## src/rtl/tt_scan_pkg.sv

```systemverilog
// tt_scan_pkg: shared types and defaults for the
// truth-table scan controller.
package tt_scan_pkg;

  localparam int N_IN_DEF   = 2;
  localparam int SETTLE_DEF = 1;

  typedef enum logic [1:0] {
    S_IDLE   = 2'd0,
    S_SETTLE = 2'd1,
    S_SAMPLE = 2'd2,
    S_DONE   = 2'd3
  } state_e;

endpackage

```

## src/rtl/tt_settle_timer.sv

```systemverilog
// tt_settle_timer: counts hold cycles for one stimulus
// vector and flags the final settle cycle.
module tt_settle_timer #(
  parameter int SETTLE = 1
) (
  input  logic clk,
  input  logic rst_n,
  input  logic load,
  input  logic enable,
  output logic tc
);

  localparam int CW = 4;

  logic [CW-1:0] cnt_q;
  logic [CW-1:0] cnt_d;

  // load clears, enable advances one per cycle
  always_comb begin
    cnt_d = cnt_q;
    if (load) begin
      cnt_d = '0;
    end else if (enable) begin
      cnt_d = cnt_q + 1'b1;
    end
  end

  // counter register
  always_ff @(posedge clk or negedge rst_n) begin
    if (!rst_n) begin
      cnt_q <= '0;
    end else begin
      cnt_q <= cnt_d;
    end
  end

  assign tc = (cnt_q == CW'(SETTLE - 1));

endmodule

```

## src/rtl/tt_scan_ctrl.sv

```systemverilog
// tt_scan_ctrl: walks every input vector through two
// implementations and records where their outputs differ.
module tt_scan_ctrl
  import tt_scan_pkg::*;
#(
  parameter int N_IN   = N_IN_DEF,
  parameter int SETTLE = SETTLE_DEF
) (
  input  logic                   clk,
  input  logic                   rst_n,
  input  logic                   start,
  input  logic                   abort,
  input  logic                   a_in,
  input  logic                   b_in,
  output logic [N_IN-1:0]        x,
  output logic                   busy,
  output logic                   done,
  output logic                   pass,
  output logic [N_IN:0]          mismatch_cnt,
  output logic [(1<<N_IN)-1:0]   mismatch_map,
  output logic [N_IN-1:0]        first_fail,
  output logic                   first_fail_vld
);

  localparam int V = 1 << N_IN;

  state_e state_q;
  state_e state_d;

  logic [N_IN-1:0] x_q;
  logic [N_IN-1:0] x_d;
  logic [N_IN:0]   cnt_q;
  logic [N_IN:0]   cnt_d;
  logic [V-1:0]    map_q;
  logic [V-1:0]    map_d;
  logic [N_IN-1:0] ff_q;
  logic [N_IN-1:0] ff_d;
  logic            ffv_q;
  logic            ffv_d;

  logic idle_like;
  logic in_settle;
  logic in_sample;
  logic launch;
  logic last_vec;
  logic mism;
  logic tmr_load;
  logic tmr_tc;

  assign idle_like = (state_q == S_IDLE) ||
                     (state_q == S_DONE);
  assign in_settle = (state_q == S_SETTLE);
  assign in_sample = (state_q == S_SAMPLE);
  assign launch    = idle_like && start;
  assign last_vec  = (x_q == {N_IN{1'b1}});
  assign mism      = a_in ^ b_in;
  assign tmr_load  = launch ||
                     (in_sample && !abort && !last_vec);

  tt_settle_timer #(
    .SETTLE (SETTLE)
  ) u_timer (
    .clk    (clk),
    .rst_n  (rst_n),
    .load   (tmr_load),
    .enable (in_settle),
    .tc     (tmr_tc)
  );

  // state register
  always_ff @(posedge clk or negedge rst_n) begin
    if (!rst_n) begin
      state_q <= S_IDLE;
    end else begin
      state_q <= state_d;
    end
  end

  // next state; abort beats sample completion
  always_comb begin
    state_d = state_q;
    unique case (state_q)
      S_IDLE, S_DONE: begin
        if (start) state_d = S_SETTLE;
      end
      S_SETTLE: begin
        if (abort)       state_d = S_IDLE;
        else if (tmr_tc) state_d = S_SAMPLE;
      end
      S_SAMPLE: begin
        if (abort)         state_d = S_IDLE;
        else if (last_vec) state_d = S_DONE;
        else               state_d = S_SETTLE;
      end
      default: state_d = S_IDLE;
    endcase
  end

  // status outputs decoded from registered state
  always_comb begin
    busy = in_settle || in_sample;
    done = (state_q == S_DONE);
    pass = done && (cnt_q == '0);
  end

  // vector and result bookkeeping
  always_comb begin
    x_d   = x_q;
    cnt_d = cnt_q;
    map_d = map_q;
    ff_d  = ff_q;
    ffv_d = ffv_q;
    if (launch) begin
      x_d   = '0;
      cnt_d = '0;
      map_d = '0;
      ff_d  = '0;
      ffv_d = 1'b0;
    end else if (in_sample) begin
      if (mism) begin
        map_d[x_q] = 1'b1;
        cnt_d      = cnt_q + 1'b1;
        if (!ffv_q) begin
          ff_d  = x_q;
          ffv_d = 1'b1;
        end
      end
      if (!abort && !last_vec) begin
        x_d = x_q + 1'b1;
      end
    end
  end

  // result registers
  always_ff @(posedge clk or negedge rst_n) begin
    if (!rst_n) begin
      x_q   <= '0;
      cnt_q <= '0;
      map_q <= '0;
      ff_q  <= '0;
      ffv_q <= 1'b0;
    end else begin
      x_q   <= x_d;
      cnt_q <= cnt_d;
      map_q <= map_d;
      ff_q  <= ff_d;
      ffv_q <= ffv_d;
    end
  end

  assign x              = x_q;
  assign mismatch_cnt   = cnt_q;
  assign mismatch_map   = map_q;
  assign first_fail     = ff_q;
  assign first_fail_vld = ffv_q;

endmodule

```

## config.mk

```make
export PLATFORM = sky130hd
export DESIGN_NAME = tt_scan_ctrl
export DESIGN_NICKNAME = d
export VERILOG_FILES = /design/src/rtl/tt_scan_pkg.sv /design/src/rtl/tt_settle_timer.sv /design/src/rtl/tt_scan_ctrl.sv
export SDC_FILE = /design/constraint.sdc
export NUM_CORES = 1
export LEC_CHECK = 0
export CORE_UTILIZATION = 53
export CTS_CLUSTER_SIZE = 8
export DETAILED_ROUTE_END_ITERATION = 16
export PLACE_DENSITY_LB_ADDON = 0.05
export SYNTH_ARGS = -nofsm -noshare
export SYNTH_HDL_FRONTEND = slang
export SYNTH_SLANG_ARGS = --single-unit
```

## constraint.sdc

```tcl
create_clock -name clk -period 3.95 [get_ports clk]
set_input_delay 0.395 -clock clk [delete_from_list [all_inputs] [get_ports clk]]
set_output_delay 0.395 -clock clk [all_outputs]
set_load 0.03 [all_outputs]
```

# Yosys cells after proc, flatten, opt, wreduce, memory -nomap -nowiden
# Cells that the tools add are included.
op_classes:
  n_addsub: 3
  magnitude_cmp: 2
  eq_ne: 7
  mux: 26
  bitwise: 2
  n_reduce_logical: 23
ops:
  columns: ["operator", "n"]
  rows:
  - ["$mux W2", 12]
  - ["$mux W4", 5]
  - ["$mux W3", 3]
  - ["$reduce_bool A2 Y1", 4]
  - ["$eq A2 B2 Y1 const B", 3]
  - ["$logic_and A1 B1 Y1", 6]
  - ["$pmux W2 S3", 1]
  - ["$reduce_and A2 Y1", 3]
  - ["$add A4 B1 Y4 const B", 1]
  - ["$logic_not A4 Y1", 1]
  - ["$mux W1", 4]
  - ["$or A4 B4 Y4", 1]
  - ["$add A3 B1 Y3 const B", 1]
  - ["$logic_not A3 Y1", 1]
  - ["$logic_or A1 B1 Y1", 3]
  - ["$lt A2 B3 Y1 const B", 1]
  - ["$ne A3 B2 Y1 const B", 1]
  - ["$reduce_and A3 Y1", 1]
  - ["$add A2 B1 Y2 const B", 1]
  - ["$demux W1 S2", 1]
  - ["$eq A2 B1 Y1 const B", 1]
  - ["$ge A2 B1 Y1 const B", 1]
  - ["$logic_not A1 Y1", 2]
  - ["$logic_not A2 Y1", 1]
  - ["other kinds (4)", 4]
word_totals:
  register_bits: 18
  inputBits: 6
  out_inout_bits: 15
  word_cells: 70

# Longest topological paths before layout
# Gate-level depths: netlist of the first run.
depth:
  word_depth: 8
  depth_mapped: 6
  ltp_nobuf: 5

# Modules after synthesis
# A second synthesis of the first run with hierarchy kept.
hier_totals:
  cells_unflattened: 98
  hier_area_um2: 992.2
by_module_without_submodules:
  columns: ["mod", "instances", "cells_each", "area_each_um2", "seq_area_each_um2"]
  rows:
  - ["tt_scan_ctrl", 1, 78, 772.0, 350.3]
  - ["tt_settle_timer", 1, 20, 220.2, 100.1]

# Worst setup path after synthesis of the first run
# No wires, ideal clock.
synth_timing:
  path_type: "flip-flop to flip-flop"
  from: "register x_q[0], in the netlist x[0]"
  to: "register x_q[1], in the netlist x[1]"
  setup_time_ns: 0.132
  arrival_time_ns: 1.400
  t_required_ns: 3.818
  setup_slack_ns: 2.418
  path_stages_with_launch: 5
  path_buffers: 0
  period_less_slack_ns: 1.532
  path_cell_list: "dfrtp_1 -> ha_1 -> nor3b_1 -> mux2i_1 -> nor2_1"
synth_via:
  elab_chain_cells: 5
  word_cells_on_any_way: 9
  cone_classes: "add/sub: 1; eq/ne: 1; mux: 3; reduce/logical: 4"
synth_lines:
  columns: ["item", "line_no", "rtl"]
  rows:
  - ["from (decl)", "tt_scan_ctrl.sv:30", "logic [N_IN-1:0] x_q;"]
  - ["from (signal assigned)", "tt_scan_ctrl.sv:137", "x_q <= '0;"]
  - ["from (signal assigned)", "tt_scan_ctrl.sv:143", "x_q <= x_d;"]
  - ["parallel branches: the longest is 5 deep, another holds $add A2 B1 Y2", null, null]
# Parallel ways; which one is timed is not known. The select of a mux whose other input is x is not followed.
# A chain may end at the register's enable or synchronous reset.

# Final worst setup path of the first run
layout_timing:
  from: "register state_q[0]"
  to: "output port busy"
layout_via:
  elab_chain_cells: 2
  word_cells_on_any_way: 3
  cone_classes: "eq/ne: 2; reduce/logical: 1"
layout_lines:
  columns: ["item", "line_no", "rtl"]
  rows:
  - ["from (decl)", "tt_scan_ctrl.sv:27", "state_e state_q;"]
  - ["from (signal assigned)", "tt_scan_ctrl.sv:75", "state_q <= state_d;"]
  - ["$eq A2 B1 Y1 / $eq A2 B2 Y1 (equally long branches)", "tt_scan_ctrl.sv:52, tt_scan_ctrl.sv:53", null]
  - ["$logic_or A1 B1 Y1 (*)", "tt_scan_ctrl.sv:101", "busy = in_settle || in_sample;"]
  - ["to (decl)", "tt_scan_ctrl.sv:16", "output logic busy,"]
# Every way passes the cells marked *; elsewhere a longest branch is shown, timed or not.

==> results of run 1 <==
[per-stage QoR]
step	std cells	instance area, um^2	power (W)	hold WS [ns]
after floorplan	101	997	0.000532	0.0994
after global placement	143	1210	0.000645	0.483
after detailed placement	143	1210	0.000653	0.492
after CTS	146	1240	0.000744	0.521
after global routing	146	1240	0.000791	0.574
final	146	1240	0.000739	0.516
[cell usage after synthesis, drive strengths merged (2+ instances only)]
library cell  instances
o21ai                 5
xor2                  3
nand3                 4
inv                  10
or3                   2
xnor2                 3
ha                   12
nand2b                2
dfrtp                18
nor2                 13
nor3b                 2
nand2                 2
mux2i                 3
buf                   2
a21oi                 7
a31oi                 4
[power by group]
| part | internal (W) | switching [W] | leakage (nW) |
|---|---|---|---|
| Clock | 0.0000354 | 0.0000543 | 0.0138 |
| Combinational | 0.000158 | 0.000218 | 0.311 |
| Sequential | 0.000228 | 0.0000461 | 0.244 |
[worst paths after layout]
path                                   end            start  slack (ns)  cells past startpoint
max                                   busy       state_q[0]        1.75                      4
min                        mismatch_map[0]  mismatch_map[0]        0.52                      2
max reg2reg                           x[1]       state_q[0]        2.16                      5
min reg2reg                mismatch_map[0]  mismatch_map[0]        0.52                      2
max in group asynchronous             x[0]            rst_n        2.87                      1
min in group asynchronous  mismatch_cnt[2]            rst_n        0.56                      1
[routing by layer]
| layer | track usage, % | wire length [um] | up-vias |
|---|---|---|---|
| li1 | - | - | 380 |
| met1 | 28.1 | 909 | 371 |
| met2 | 30.4 | 843 | 15 |
| met3 | 2.38 | 60 | 2 |
| met4 | 10.9 | 19 | 0 |
| met5 | 0 | 0 | - |
[registers in the layout, indices dropped and copies added (netlist names)]
| signal | count |
|---|---|
| mismatch_map | 4 |
| u_timer.cnt_q | 4 |
| mismatch_cnt | 3 |
| first_fail | 2 |
| state_q | 2 |
| x | 2 |
| first_fail_vld | 1 |
[cells by family after synthesis]
kind of cell / after synthesis / share of synthesized area, %
compound gates: 19 / 10.8
simple gates: 29 / 14.4
mux: 4 / 4.14
buf+inv: 13 / 5.14
xor+xnor: 6 / 5.27
fa+ha+maj: 12 / 15.1
flops: 18 / 45.2
[worst max-delay path, stage by stage, from the launching register on]
cell,delay [ns]
sky130_fd_sc_hd__dfrtp_1,0.38
sky130_fd_sc_hd__inv_1,0.08
sky130_fd_sc_hd__ha_1,0.32
sky130_fd_sc_hd__inv_1,0.08
sky130_fd_sc_hd__clkdlybuf4s50_1,0.66
[area by class of cell]
class / instances / area (um^2) / share of cell area [%]
multi-input combinational: 70 / 495 / 40.0
sequential: 18 / 450 / 36.4
timing repair buffer: 20 / 200 / 16.2
inverter: 10 / 37.5 / 3.03
tap: 25 / 31.3 / 2.53
clock buffer: 3 / 22.5 / 1.82
==> impl_summary.txt, run 1 <==
----------------------------------------------------
[Timing]
  Setup repair after global routing missed its margin ... false
  Final setup violation count ... 0
  Slew headroom ... 45.4%
  Clock skew ... between 0.01 and 0.015 ns
  Post-route setup TNS ... 0 ns
  Worst-Margin Slew ... 0.817 ns
  Final critical-path required period ... between 2 and 2.5 ns
  Max-slew violation count ... 0
  Worst path setup slack after routing ... 1.75 ns
  Tcrit/Tclk final ... between 50% and 60%
  Final hold viol count ... 0
  Top achievable clock speed ... approximately 460 MHz

[Hold path]
  HP Class ... reg2reg

[Clocking]
  Number of gates resized after cts ... 0
  Clock insertion delay at the later pin of the skew report ... around 0.29 ns
  CTS Root Cell ... sky130_fd_sc_hd__clkbuf_4
  Num Clock Sinks ... 18
  H-tree depth reported by CTS ... 1
  Number of CTS-inserted buffers ... 3
  CTS Buffer Depth ... 2
  Hold-fix buffers at CTS ... 0
  Count of buffers added by post-CTS timing repair for setup ... 0
  Clock slew at reported path FFs ... around 0.09 ns
  TritonCTS clock tree ... done

[Power]
  Cell area power density ... 597 nW/um^2
  Leakage power figure ... between 0.5 and 0.6 nW
  Maximum vdd drop ... about 0.34 mV

[Finish]
  Layout-stage area growth over the synthesis result ... 24.1%
  Most used cells in the layout excluding fill and tap cells ... sky130_fd_sc_hd__clkdlybuf4s50_1 (20), sky130_fd_sc_hd__dfrtp_1 (18), sky130_fd_sc_hd__nor2_1 (13), sky130_fd_sc_hd__ha_1 (12), sky130_fd_sc_hd__inv_1 (10)
  Fillers ... about 130
  Proportion of layout cells with a drive suffix above 1 ... under 10%
  Post-layout utilization of the core ... 70.9%
  Final #Nets ... around 140
  Leading cell type in the layout, fill and taps excluded ... sky130_fd_sc_hd__clkdlybuf4s50_1
  Inserted Diodes ... 0

[Global route]
  Number of global-route vias before repair ... 668
  Global-route usage over all layers ... a little over 20%
  GRT Residual Overflow ... 0
  Largest net degree at the start of global routing ... 19
  Number of antenna violations at the first check in global routing ... 0
  First-pass GRT wire length ... between 2000 and 3000 um

[Synth]
  Synth top area share ... approximately 45%
  Mean cell area of the mapped netlist ... 9.87 um^2
  Syn Std Cell Area ... ~1000 um^2
  Cell type with the largest total area after synthesis ... sky130_fd_sc_hd__dfrtp_1
  Net Count, Synth ... roughly 120
  Count of mapped cells out of synthesis ... roughly 100
  Async set-or-reset flop fraction in the synthesized netlist ... 100%
  Number of flops mapped to enable cells by yosys ... 0
  Post-synthesis sequential element count ... 18
  Cells taking the most area after synthesis ... sky130_fd_sc_hd__dfrtp_1 (45%), sky130_fd_sc_hd__ha_1 (15%), sky130_fd_sc_hd__nor2_1 (4.9%)
  Number of library cell types mapped by synthesis ... 25
  Count of yosys warnings during synthesis ... 0
  Top flip-flop cell by instance count after synthesis ... sky130_fd_sc_hd__dfrtp_1
  Share of synthesized area occupied by flip-flops and latches ... a little under half

[Route]
  Overall routed net length ... approximately 1800 um
  Post-DR vias/cell ... 5.26
  Number of design rule violations left after detail routing ... 0
  Total via count in the routed design ... 768
  Pre-Repair DR Iteration Count ... 4
  Post-detailed-route wirelength per cell ... between 10 and 15 um
  Remaining number of nets flagged by the antenna check after routing ... 0
  Count of routing violations after the opening detailed-route iteration ... 4

[Floorplanning]
  Starting Density ... a little under three fifths
  Die Area ... just over 2000 um^2
  I/O pin cnt ... 21
  Number of standard-cell rows in the floorplan ... 15
  Die Span X ... 45.4 um
  Die Span Y ... roughly 45 um
  Area of the core ... ~1700 um^2

[Setup path]
  Required time of the worst setup path ... around 3.6 ns
  Top fanout value on the critical path ... 3
  Arr. time, crit path ... 1.80 ns
  Startpoint kind of the worst setup timing path ... register
  Kind of capture point of the worst setup path ... output pin
  Crit Path Category ... reg2out

[Placement]
  Placed wire-length estimate after detailed placement ... about 1300 um
  Port Buf Inserts ... 20
  Routability congestion estimate ... about 0.74
  Worst Setup Slack post-DPL ... slightly above 2 ns

[Job]
  Number of max-capacitance violations reported ... 0

[Outcome]
  Status ... complete, no violations

----------------------------------------------------
No activity file was read; power rests on OpenSTA's default activity.
==> run 2, diff against run 1 <==
--- a/config.mk
+++ b/config.mk
@@ -5,7 +5,7 @@
 export SDC_FILE = /design/constraint.sdc
 export NUM_CORES = 1
 export LEC_CHECK = 0
-export CORE_UTILIZATION = 53
+export CORE_UTILIZATION = 49
 export CTS_CLUSTER_SIZE = 8
 export DETAILED_ROUTE_END_ITERATION = 16
 export PLACE_DENSITY_LB_ADDON = 0.05
==> constraint.sdc (replaced) <==
create_clock -name clk -period 2.1 [get_ports clk]
set_input_delay 0.21 -clock clk [delete_from_list [all_inputs] [get_ports clk]]
set_output_delay 0.21 -clock clk [all_outputs]
set_load 0.03 [all_outputs]
==> run 2 against run 1 <==
Against the previous run: via count grew 2.9%; final area grew 3.7%; cell count grew 3.4%; hold slack lost 0.29 ns; global-route usage grew 0.33 points; sequential power grew 88%; sequential share of layout area shrank 1.3 points; register-to-register slack lost 1.6 ns; sequential cell count is the same; largest power group unchanged; highest routed layer unchanged.
==> impl_summary.txt, run 2 (synthesis gave the netlist of run 1 again) <==
----------------------------------------------------
[Setup path]
  Kind of capture point of the worst setup path ... output pin
  Startpoint kind of the worst setup timing path ... register
  Slowest stage delay, CP ... 0.66 ns (about the same)
  Critical Path, Cell by Cell ... inv_1, ha_1, and3b_1, clkdlybuf4s50_1
  Required time of the worst setup path ... 1.89 ns (-1.67 ns)
  Capturing point of the worst reg2reg path ... x[1]
  Crit path to ... pass
  Arr. time, crit path ... 1.76 ns (-0.04 ns)
  Register-to-Register Setup Slack ... 0.58 ns (-1.58 ns)
  Combined buffer and inverter count along the critical path ... 2 (-1)
  Crit Path Category ... reg2out
  Count of cells along the worst register-to-register path ... 4 (-1)
  Top fanout value on the critical path ... 4 (+1)
  Launching element of the worst setup path ... mismatch_cnt[0]
  Slowest cell on the critical path ... sky130_fd_sc_hd__clkdlybuf4s50_1
  Kind of cell with the highest combined delay on the critical path ... buffers and inverters
  Total stage count of the critical path ... 4 (unchanged)
  Startpoint of the lowest-slack register-to-register path ... x[0]

[Finish]
  Inserted Diodes ... 0 (unchanged)
  Post-layout utilization of the core ... 70.5% (-0.38 points)
  Most used cells in the layout excluding fill and tap cells ... sky130_fd_sc_hd__clkdlybuf4s50_1 (19), sky130_fd_sc_hd__dfrtp_1 (18), sky130_fd_sc_hd__nor2_1 (13), sky130_fd_sc_hd__ha_1 (12), sky130_fd_sc_hd__inv_1 (10)
  Proportion of layout cells with a drive suffix above 1 ... 7.14% (+3.8 points)
  Layout-stage area growth over the synthesis result ... 28.7%
  Non-filler instance count after layout ... 151 (+3.4%)
  Final #Nets ... 145 (+2.8%)
  Leading cell type in the layout, fill and taps excluded ... sky130_fd_sc_hd__clkdlybuf4s50_1

[Floorplanning]
  Number of standard-cell rows in the floorplan ... 15 (unchanged)
  Die Span X ... 47.1 um (+3.8%)
  Die Span Y ... 47.1 um (+3.8%)
  I/O pin cnt ... 21 (unchanged)
  Area of the core ... 1820 um^2 (+4.3%)
  Starting Density ... 54.8% (-2.4 points)
  Die Area ... 2220 um^2 (+7.8%)

[Timing]
  Worst-Margin Slew ... 0.432 ns (-0.385 ns)
  Max-slew violation count ... 0 (unchanged)
  Clock skew ... 0.00279 ns (-0.0110 ns)
  Setup repair after global routing missed its margin ... false
  Final critical-path required period ... around 2.0 ns
  Final setup violation count ... 0 (unchanged)
  Final hold viol count ... 0 (unchanged)
  Post-route setup TNS ... 0 ns (unchanged)
  Tcrit/Tclk final ... between 90% and 100%
  Slew headroom ... 71.0% (+26 points)
  Top achievable clock speed ... around 510 MHz

[Route]
  Total via count in the routed design ... 790 (+2.9%)
  Count of routing violations after the opening detailed-route iteration ... 8 (+4)
  Number of design rule violations left after detail routing ... 0 (unchanged)
  Post-DR vias/cell ... 5.23 (-0.54%)
  Post-detailed-route wirelength per cell ... 13.3 um (+6.1%)
  Remaining number of nets flagged by the antenna check after routing ... 0 (unchanged)
  Pre-Repair DR Iteration Count ... 5 (+1)
  Overall routed net length ... 2010 um (+9.7%)

[Placement]
  Routability congestion estimate ... 0.746 (+0.21%)
  Port Buf Inserts ... 20 (unchanged)
  Placed cells ... 147 (+2.8%)
  Placed wire-length estimate after detailed placement ... 1440 um (+12%)

[Clocking]
  Number of CTS-inserted buffers ... 3 (unchanged)
  TritonCTS clock tree ... done
  CTS Root Cell ... sky130_fd_sc_hd__clkbuf_4
  Hold-fix buffers at CTS ... 0 (unchanged)
  CTS Buffer Depth ... 2 (unchanged)
  Clock slew at reported path FFs ... 0.11 ns (+0.02 ns)
  Clock insertion delay at the later pin of the skew report ... 0.29 ns (about the same)
  H-tree depth reported by CTS ... 1 (unchanged)
  Num Clock Sinks ... 18 (unchanged)

[Hold path]
  HP Class ... in2async

[Job]
  Number of max-capacitance violations reported ... 0 (unchanged)

[Global route]
  Largest net degree at the start of global routing ... 19 (unchanged)
  First-pass GRT wire length ... 3190 um (+7.4%)
  Global-route usage over all layers ... 20.4% (+0.33 points)
  Number of global-route vias before repair ... 762 (+14%)
  Number of antenna violations at the first check in global routing ... 0 (unchanged)
  GRT Residual Overflow ... 0 (unchanged)

[Power]
  Maximum vdd drop ... 0.724 mV (+110%)
  Leakage power figure ... 0.605 nW (+6.3%)
  Cell area power density ... 1150 nW/um^2 (+92%)

[Outcome]
  Status ... complete, no violations

----------------------------------------------------
[run 2: timing repair]
| item | in CTS | in global routing |
|---|---|---|
| endpoints found under the hold margin | 0 | 0 |
| resized for setup | 0 | 1 |
| setup endpoints to repair | 0 | 1 |
| setup buffers | 0 | 0 |
[run 2: metal layers]
metal,GRT usage [%],share of wire (%)
met3,2.31,2.3
met2,34.2,49
met4,6.86,1.1
met5,0,0
met1,27.7,47
[run 2: area by class of cell]
class                      count  area (um^2)
clock buffer                   4         36.3
multi-input combinational     70          495
timing repair buffer          24          233
inverter                      10         37.5
tap                           25         31.3
fill                         147          537
sequential                    18          450
[run 2: through the flow]
stage                     power (W)  hold slack [ns]  area, um^2  setup slack, ns
after floorplan             0.00100          -0.0856         997            0.568
after global placement      0.00124            0.486        1240            0.417
after detailed placement    0.00127            0.488        1240            0.350
after CTS                   0.00149            0.228        1280           0.0111
after global routing        0.00157            0.245        1280           0.0585
final                       0.00147            0.230        1280            0.130
[run 2: worst register-to-register path: stages (launching register included)]
cell and delay [ns]:
sky130_fd_sc_hd__dfrtp_1 0.47, sky130_fd_sc_hd__ha_1 0.28, sky130_fd_sc_hd__nor3b_1 0.39, sky130_fd_sc_hd__mux2i_1 0.24, sky130_fd_sc_hd__nor2_1 0.05
[run 2: how the worst min path moves through the flow]
stage / to / slack, ns / cells after the start
3_3_place_gp: mismatch_map[2] / 0.49 / 2
3_5_place_dp: mismatch_map[2] / 0.49 / 2
6_report: mismatch_map[1] / 0.23 / 2
2_1_floorplan: first_fail[0] / -0.09 / 0
4_1_cts: mismatch_map[0] / 0.23 / 2
5_1_grt: first_fail_vld / 0.25 / 2
[run 2: power breakdown]
part	internal [W]	switching [W]	leakage [nW]
registers	0.000428	0.0000878	0.244
clock network	0.000106	0.000111	0.0210
logic	0.000313	0.000429	0.340
==> run 3, diff against run 2 <==
--- a/config.mk
+++ b/config.mk
@@ -9,6 +9,7 @@
 export CTS_CLUSTER_SIZE = 8
 export DETAILED_ROUTE_END_ITERATION = 16
 export PLACE_DENSITY_LB_ADDON = 0.05
+export REMOVE_ABC_BUFFERS = 1
 export SYNTH_ARGS = -nofsm -noshare
 export SYNTH_HDL_FRONTEND = slang
 export SYNTH_SLANG_ARGS = --single-unit
==> constraint.sdc (replaced) <==
create_clock -name clk -period 2.2 [get_ports clk]
set_input_delay 0.22 -clock clk [delete_from_list [all_inputs] [get_ports clk]]
set_output_delay 0.22 -clock clk [all_outputs]
set_load 0.03 [all_outputs]
==> run 3 against run 2 <==
Against the previous run: sequential power shrank 4.8%; critical path depth is the same; power shrank 9.0%; core utilization shrank 1.3 points; combinational power shrank 7.3%; global-route usage grew 0.79 points; largest power group unchanged; sequential share of layout area grew 0.66 points; hold slack gained 0.014 ns; wire length shrank 5.0%; final area shrank 1.9%; first-iteration DRC count shrank 13%; non-clock buffer count shrank 1.
==> impl_summary.txt, run 3 (synthesis gave the netlist of run 1 again) <==
----------------------------------------------------
[Route]
  Pre-Repair DR Iteration Count ... 4 (-1)
  Number of design rule violations left after detail routing ... 0 (unchanged)
  Post-detailed-route wirelength per cell ... 12.8 um (-3.7%)
  Overall routed net length ... 1910 um (-5.0%)
  Remaining number of nets flagged by the antenna check after routing ... 0 (unchanged)
  Post-DR vias/cell ... 5.36 (+2.4%)
  Total via count in the routed design ... 798 (+1.0%)
  Count of routing violations after the opening detailed-route iteration ... 7 (-1)

[Timing]
  Post-route setup TNS ... 0 ns (unchanged)
  Max-slew violation count ... 0 (unchanged)
  Slew headroom ... 66.0% (-5.0 points)
  Clock skew ... 0.00527 ns (+0.00248 ns)
  Top achievable clock speed ... roughly 500 MHz
  Final setup violation count ... 0 (unchanged)
  Final hold viol count ... 0 (unchanged)
  Worst-Margin Slew ... 0.510 ns (+0.0782 ns)
  Tcrit/Tclk final ... between 90% and 100%
  WHS ... 0.244 ns (+0.0137 ns)
  Worst path setup slack after routing ... 0.157 ns (+0.0273 ns)
  Setup repair after global routing missed its margin ... false
  Final critical-path required period ... approximately 2 ns

[Setup path]
  Slowest stage delay, CP ... 0.66 ns (about the same)
  Critical Path, Cell by Cell ... inv_1, ha_1, inv_1, clkdlybuf4s50_1
  Most common cell on crit path ... sky130_fd_sc_hd__inv_1
  Top fanout value on the critical path ... 3 (-1)
  Arr. time, crit path ... 1.82 ns (+0.06 ns)
  Register-to-Register Setup Slack ... 0.59 ns (about the same)
  Slowest cell on the critical path ... sky130_fd_sc_hd__clkdlybuf4s50_1
  Required time of the worst setup path ... 1.98 ns (+0.09 ns)
  Kind of capture point of the worst setup path ... output pin
  Startpoint kind of the worst setup timing path ... register
  Crit Path Category ... reg2out

[Global route]
  Global-route usage over all layers ... 21.2% (+0.79 points)
  Number of global-route vias before repair ... 784 (+2.9%)
  Largest net degree at the start of global routing ... 19 (unchanged)
  GRT Residual Overflow ... 0 (unchanged)
  Number of antenna violations at the first check in global routing ... 0 (unchanged)
  First-pass GRT wire length ... 3310 um (+3.7%)

[Placement]
  Routability congestion estimate ... 0.697 (-6.6%)
  Worst Setup Slack post-DPL ... 0.473 ns (+0.123 ns)
  Placed cells ... 146 (-0.68%)
  Placed wire-length estimate after detailed placement ... 1360 um (-5.6%)
  Port Buf Inserts ... 20 (unchanged)

[Clocking]
  CTS Root Cell ... sky130_fd_sc_hd__clkbuf_4
  H-tree depth reported by CTS ... 1 (unchanged)
  Clock slew at reported path FFs ... 0.10 ns (about the same)
  Clock insertion delay at the later pin of the skew report ... 0.29 ns (about the same)
  Number of gates resized after cts ... 0 (unchanged)
  Count of buffers added by post-CTS timing repair for setup ... 0 (unchanged)
  Hold-fix buffers at CTS ... 0 (unchanged)
  Number of CTS-inserted buffers ... 3 (unchanged)
  Num Clock Sinks ... 18 (unchanged)
  TritonCTS clock tree ... done
  CTS Buffer Depth ... 2 (unchanged)

[Finish]
  Area occupied by multi-input gates ... 495 um^2 (unchanged)
  Layout-stage area growth over the synthesis result ... 26.3%
  Final #Nets ... 144 (-0.69%)
  Fillers ... 170 (+16%)
  Inserted Diodes ... 0 (unchanged)
  Non-filler instance count after layout ... 149 (-1.3%)
  Most used cells in the layout excluding fill and tap cells ... sky130_fd_sc_hd__clkdlybuf4s50_1 (20), sky130_fd_sc_hd__dfrtp_1 (18), sky130_fd_sc_hd__nor2_1 (13), sky130_fd_sc_hd__ha_1 (12), sky130_fd_sc_hd__inv_1 (10)
  Combined flip-flop and latch cell area ... 450 um^2 (unchanged)
  Leading cell type in the layout, fill and taps excluded ... sky130_fd_sc_hd__clkdlybuf4s50_1
  Proportion of layout cells with a drive suffix above 1 ... 5.65% (-1.5 points)

[Hold path]
  HP Class ... in2async

[Floorplanning]
  I/O pin cnt ... 21 (unchanged)
  Starting Density ... 54.8% (unchanged)
  Number of standard-cell rows in the floorplan ... 15 (unchanged)
  Die Span X ... 47.1 um (unchanged)
  Die Area ... 2220 um^2 (unchanged)
  Area of the core ... 1820 um^2 (unchanged)
  Die Span Y ... 47.1 um (unchanged)

[Job]
  Number of max-capacitance violations reported ... 0 (unchanged)

[Power]
  Cell area power density ... 1060 nW/um^2 (-7.3%)
  Maximum vdd drop ... 0.684 mV (-5.4%)
  Leakage power figure ... 0.584 nW (-3.5%)

[Outcome]
  Status ... complete, no violations

----------------------------------------------------
[run 3: changes by cell type in the layout (fill, tap and decap cells not counted)]
cell                              before  now
sky130_fd_sc_hd__buf_4                 4    3
sky130_fd_sc_hd__dlymetal6s2s_1        1    0
sky130_fd_sc_hd__clkdlybuf4s50_1      19   20
sky130_fd_sc_hd__clkbuf_8              1    0
[run 3: critical path, delay by kind of cell, from the launching register on]
kind / cells / cell delay [ns]
fa+ha+maj: 1 / 0.32
buf+inv: 3 / 0.83
flops: 1 / 0.39
[run 3: final cells by class]
class | count | area share (%)
clock buffer | 3 | 1.79
inverter | 10 | 2.98
multi-input combinational | 70 | 39.3
sequential | 18 | 35.7
tap | 25 | 2.48
timing repair buffer | 23 | 17.7
[run 3: per-layer routing]
layer | wire (um) | vias up | part of all wire [%] | track usage, %
li1 | - | 386 | - | -
met1 | 912 | 388 | 48 | 28.4
met2 | 922 | 20 | 48 | 34.4
met3 | 58 | 4 | 3.0 | 2.69
met4 | 17 | 0 | 0.89 | 9.71
met5 | 0 | - | 0 | 0
[run 3: final timing paths]
| kind | start | endpoint | cells after the start |
|---|---|---|---|
| setup / recovery | state_q[0] | busy | 4 |
| hold / removal | rst_n | mismatch_cnt[2] | 2 |
| setup reg to reg | state_q[0] | u_timer.cnt_q[3] | 5 |
| hold reg to reg | mismatch_map[0] | mismatch_map[0] | 2 |
| max in group asynchronous | rst_n | first_fail_vld | 2 |
| min in group clk | mismatch_map[0] | mismatch_map[0] | 2 |
[run 3: through the flow]
step                      power (W)  cell area [um^2]  util [%]
after floorplan            0.000946               983         -
after global placement      0.00117              1240      68.0
after detailed placement    0.00118              1240      68.0
after CTS                   0.00135              1260      69.2
after global routing        0.00144              1260      69.2
final                       0.00134              1260      69.2
[run 3: where the power goes]
part           leakage, nW  switching [W]  internal (W)
clock network       0.0138      0.0000989     0.0000636
registers            0.244      0.0000821      0.000409
logic                0.326       0.000398      0.000290
total                0.584       0.000579      0.000762
==> edit: new RTL, config.mk and constraints of run 1 <==
Put one more register stage on the output `mismatch_cnt`, without a reset. The value now appears one clock later. The other outputs are not delayed to match.
--- a/src/rtl/tt_scan_ctrl.sv
+++ b/src/rtl/tt_scan_ctrl.sv
@@ -150,5 +150,7 @@
 
   assign x              = x_q;
-  assign mismatch_cnt   = cnt_q;
+  always_ff @(posedge clk) begin
+    mismatch_cnt <= cnt_q;
+  end
   assign mismatch_map   = map_q;
   assign first_fail     = ff_q;
Formal check against the unedited RTL: not equivalent (a bounded check fails within 4 cycles, from zero or initial values and one cycle with rst_n low).
==> edit against run 1 <==
Final area increased by 5.2%; cell count increased by 2.7%; routed wire length increased by 7.3%; power increased by 6.3%; global-route usage increased by 2.1 points; critical path depth unchanged; sequential cell count increased by 3; hold slack got worse by 95 ps; setup slack got worse by 34 ps; synthesized area increased by 6.0%; die area increased by 5.8%; critical path type unchanged; largest cell class is now sequential cells; highest routed layer unchanged.
==> edit: results (changes against run 1) <==
Worst hold path
  • Min-delay src: cnt_q[2]
  • Worst Hold End: mismatch_cnt[2]
  • WHS Path Cells: 0 (-2)

Placement
  • Global placer's final weighted congestion: 0.745 (about the same)
  • Inst Count DP: 146 (+2.1%)
  • Detailed placement HPWL: 1470 um (+14%)

Layout
  • Clkbuf count: 4 (+1)
  • ClkCell Share: 2.02% (+0.20 points)
  • Layout buffering overhead excluding clock cells: 15.4% (-0.79 points)
  • Nets@finish: 144 (+2.1%)
  • Share of cells above drive strength 1: 3.20% (-0.11 points)
  • Seq cells: 21 (+3)
  • Storage cell area: 510 um2 (+13%)
  • Fillers: 144 (+7.5%)

Detailed routing
  • Vias per cell: 5.23 (-0.51%)
  • Final WL: 1970 um (+7.3%)
  • Antenna viol nets, final: 0 (unchanged)
  • DRT iter0 DRCs: 13 (+9)

Timing
  • Final setup skew: 6.34 ps (-7.43 ps)
  • Worst-margin pin slew: 833 ps (+15.8 ps)

Power and ir drop
  • Leak: 0.000594 uW (+4.5%)
  • Sw frac: 41.5% (-1.5 points)
  • Max IR drop VDD: 0.383 mV (+12%)

Logic synthesis
  • Avg Cell Area, Syn: 10.2 um2 (+3.0%)
  • Seq/Total Area, Yosys: 48.3% (+3.1 points)
  • Net Count, Synth: 122 (+2.5%)
  • Post-synth cell types: 26 (+4.0%)
  • Top area cells in the synthesized netlist: dfrtp_1 (43%), ha_1 (14%), dfxtp_1 (5.7%)
  • Asr flop ratio synth: 85.7% (-14 points)

Critical path
  • R2R Setup Slk: 2050 ps (-110 ps)
  • CP Data Arrival Time: 1840 ps (+40 ps)

Global routing
  • Number of global-route vias before repair: 713 (+6.7%)
  • GRT Total Usage: 22.2% (+2.1 points)

Clock tree
  • Clk Latency, worst-skew pair: 290 ps (about the same)
  • Worst-path clk slew: 110 ps (+20 ps)

Outcome
  • Run status: finished clean
## edit: kinds of logic (layout without fill, tap and decap cells)
| group | Yosys count | after routing | synth area share, % |
|---|---|---|---|
| compound gates | 19 | 19 | 10.2 |
| xor+xnor | 6 | 6 | 4.97 |
| fa+ha+maj | 12 | 12 | 14.2 |
| buf+inv | 13 | 34 | 4.85 |
| flops | 21 | 21 | 48.3 |
| mux | 4 | 4 | 3.91 |
| simple gates | 29 | 29 | 13.6 |
## edit: metal layers
layer | track usage [%] | vias up | part of all wire [%]
met2 | 36.4 | 15 | 50
met3 | 5.88 | 2 | 4.4
li1 | - | 389 | -
met1 | 29.3 | 379 | 45
met4 | 5.14 | 0 | 0.71
met5 | 0 | - | 0
## edit: metrics by stage
| step | area (um2) | setup slack [ps] | total power, uW | hold WS [ps] |
|---|---|---|---|---|
| after global routing | 1300 | 1620 | 852 | 434 |
| after floorplan | 1060 | 2420 | 568 | 99.4 |
| after detailed placement | 1270 | 2040 | 694 | 391 |
| after CTS | 1300 | 1710 | 795 | 418 |
| final | 1300 | 1720 | 786 | 421 |
| after global placement | 1270 | 2090 | 679 | 382 |
## edit: power by group through the flow
stage               logic, uW  registers (uW)  clock network, uW
floorplan                 220             348                  0
global placement          369             310                  0
detailed placement        379             315                  0
CTS                       382             311                102
global route              417             319                116
finish                    377             310               98.6
## edit: how the worst max path moves through the flow
| stage | depth (start not counted) | endpoint | from |
|---|---|---|---|
| after floorplan | 4 | x[1] | x[0] |
| after global placement | 4 | busy | state_q[0] |
| after detailed placement | 4 | busy | state_q[0] |
| after CTS | 4 | busy | state_q[0] |
| after global routing | 4 | busy | state_q[0] |
| final | 4 | busy | state_q[0] |
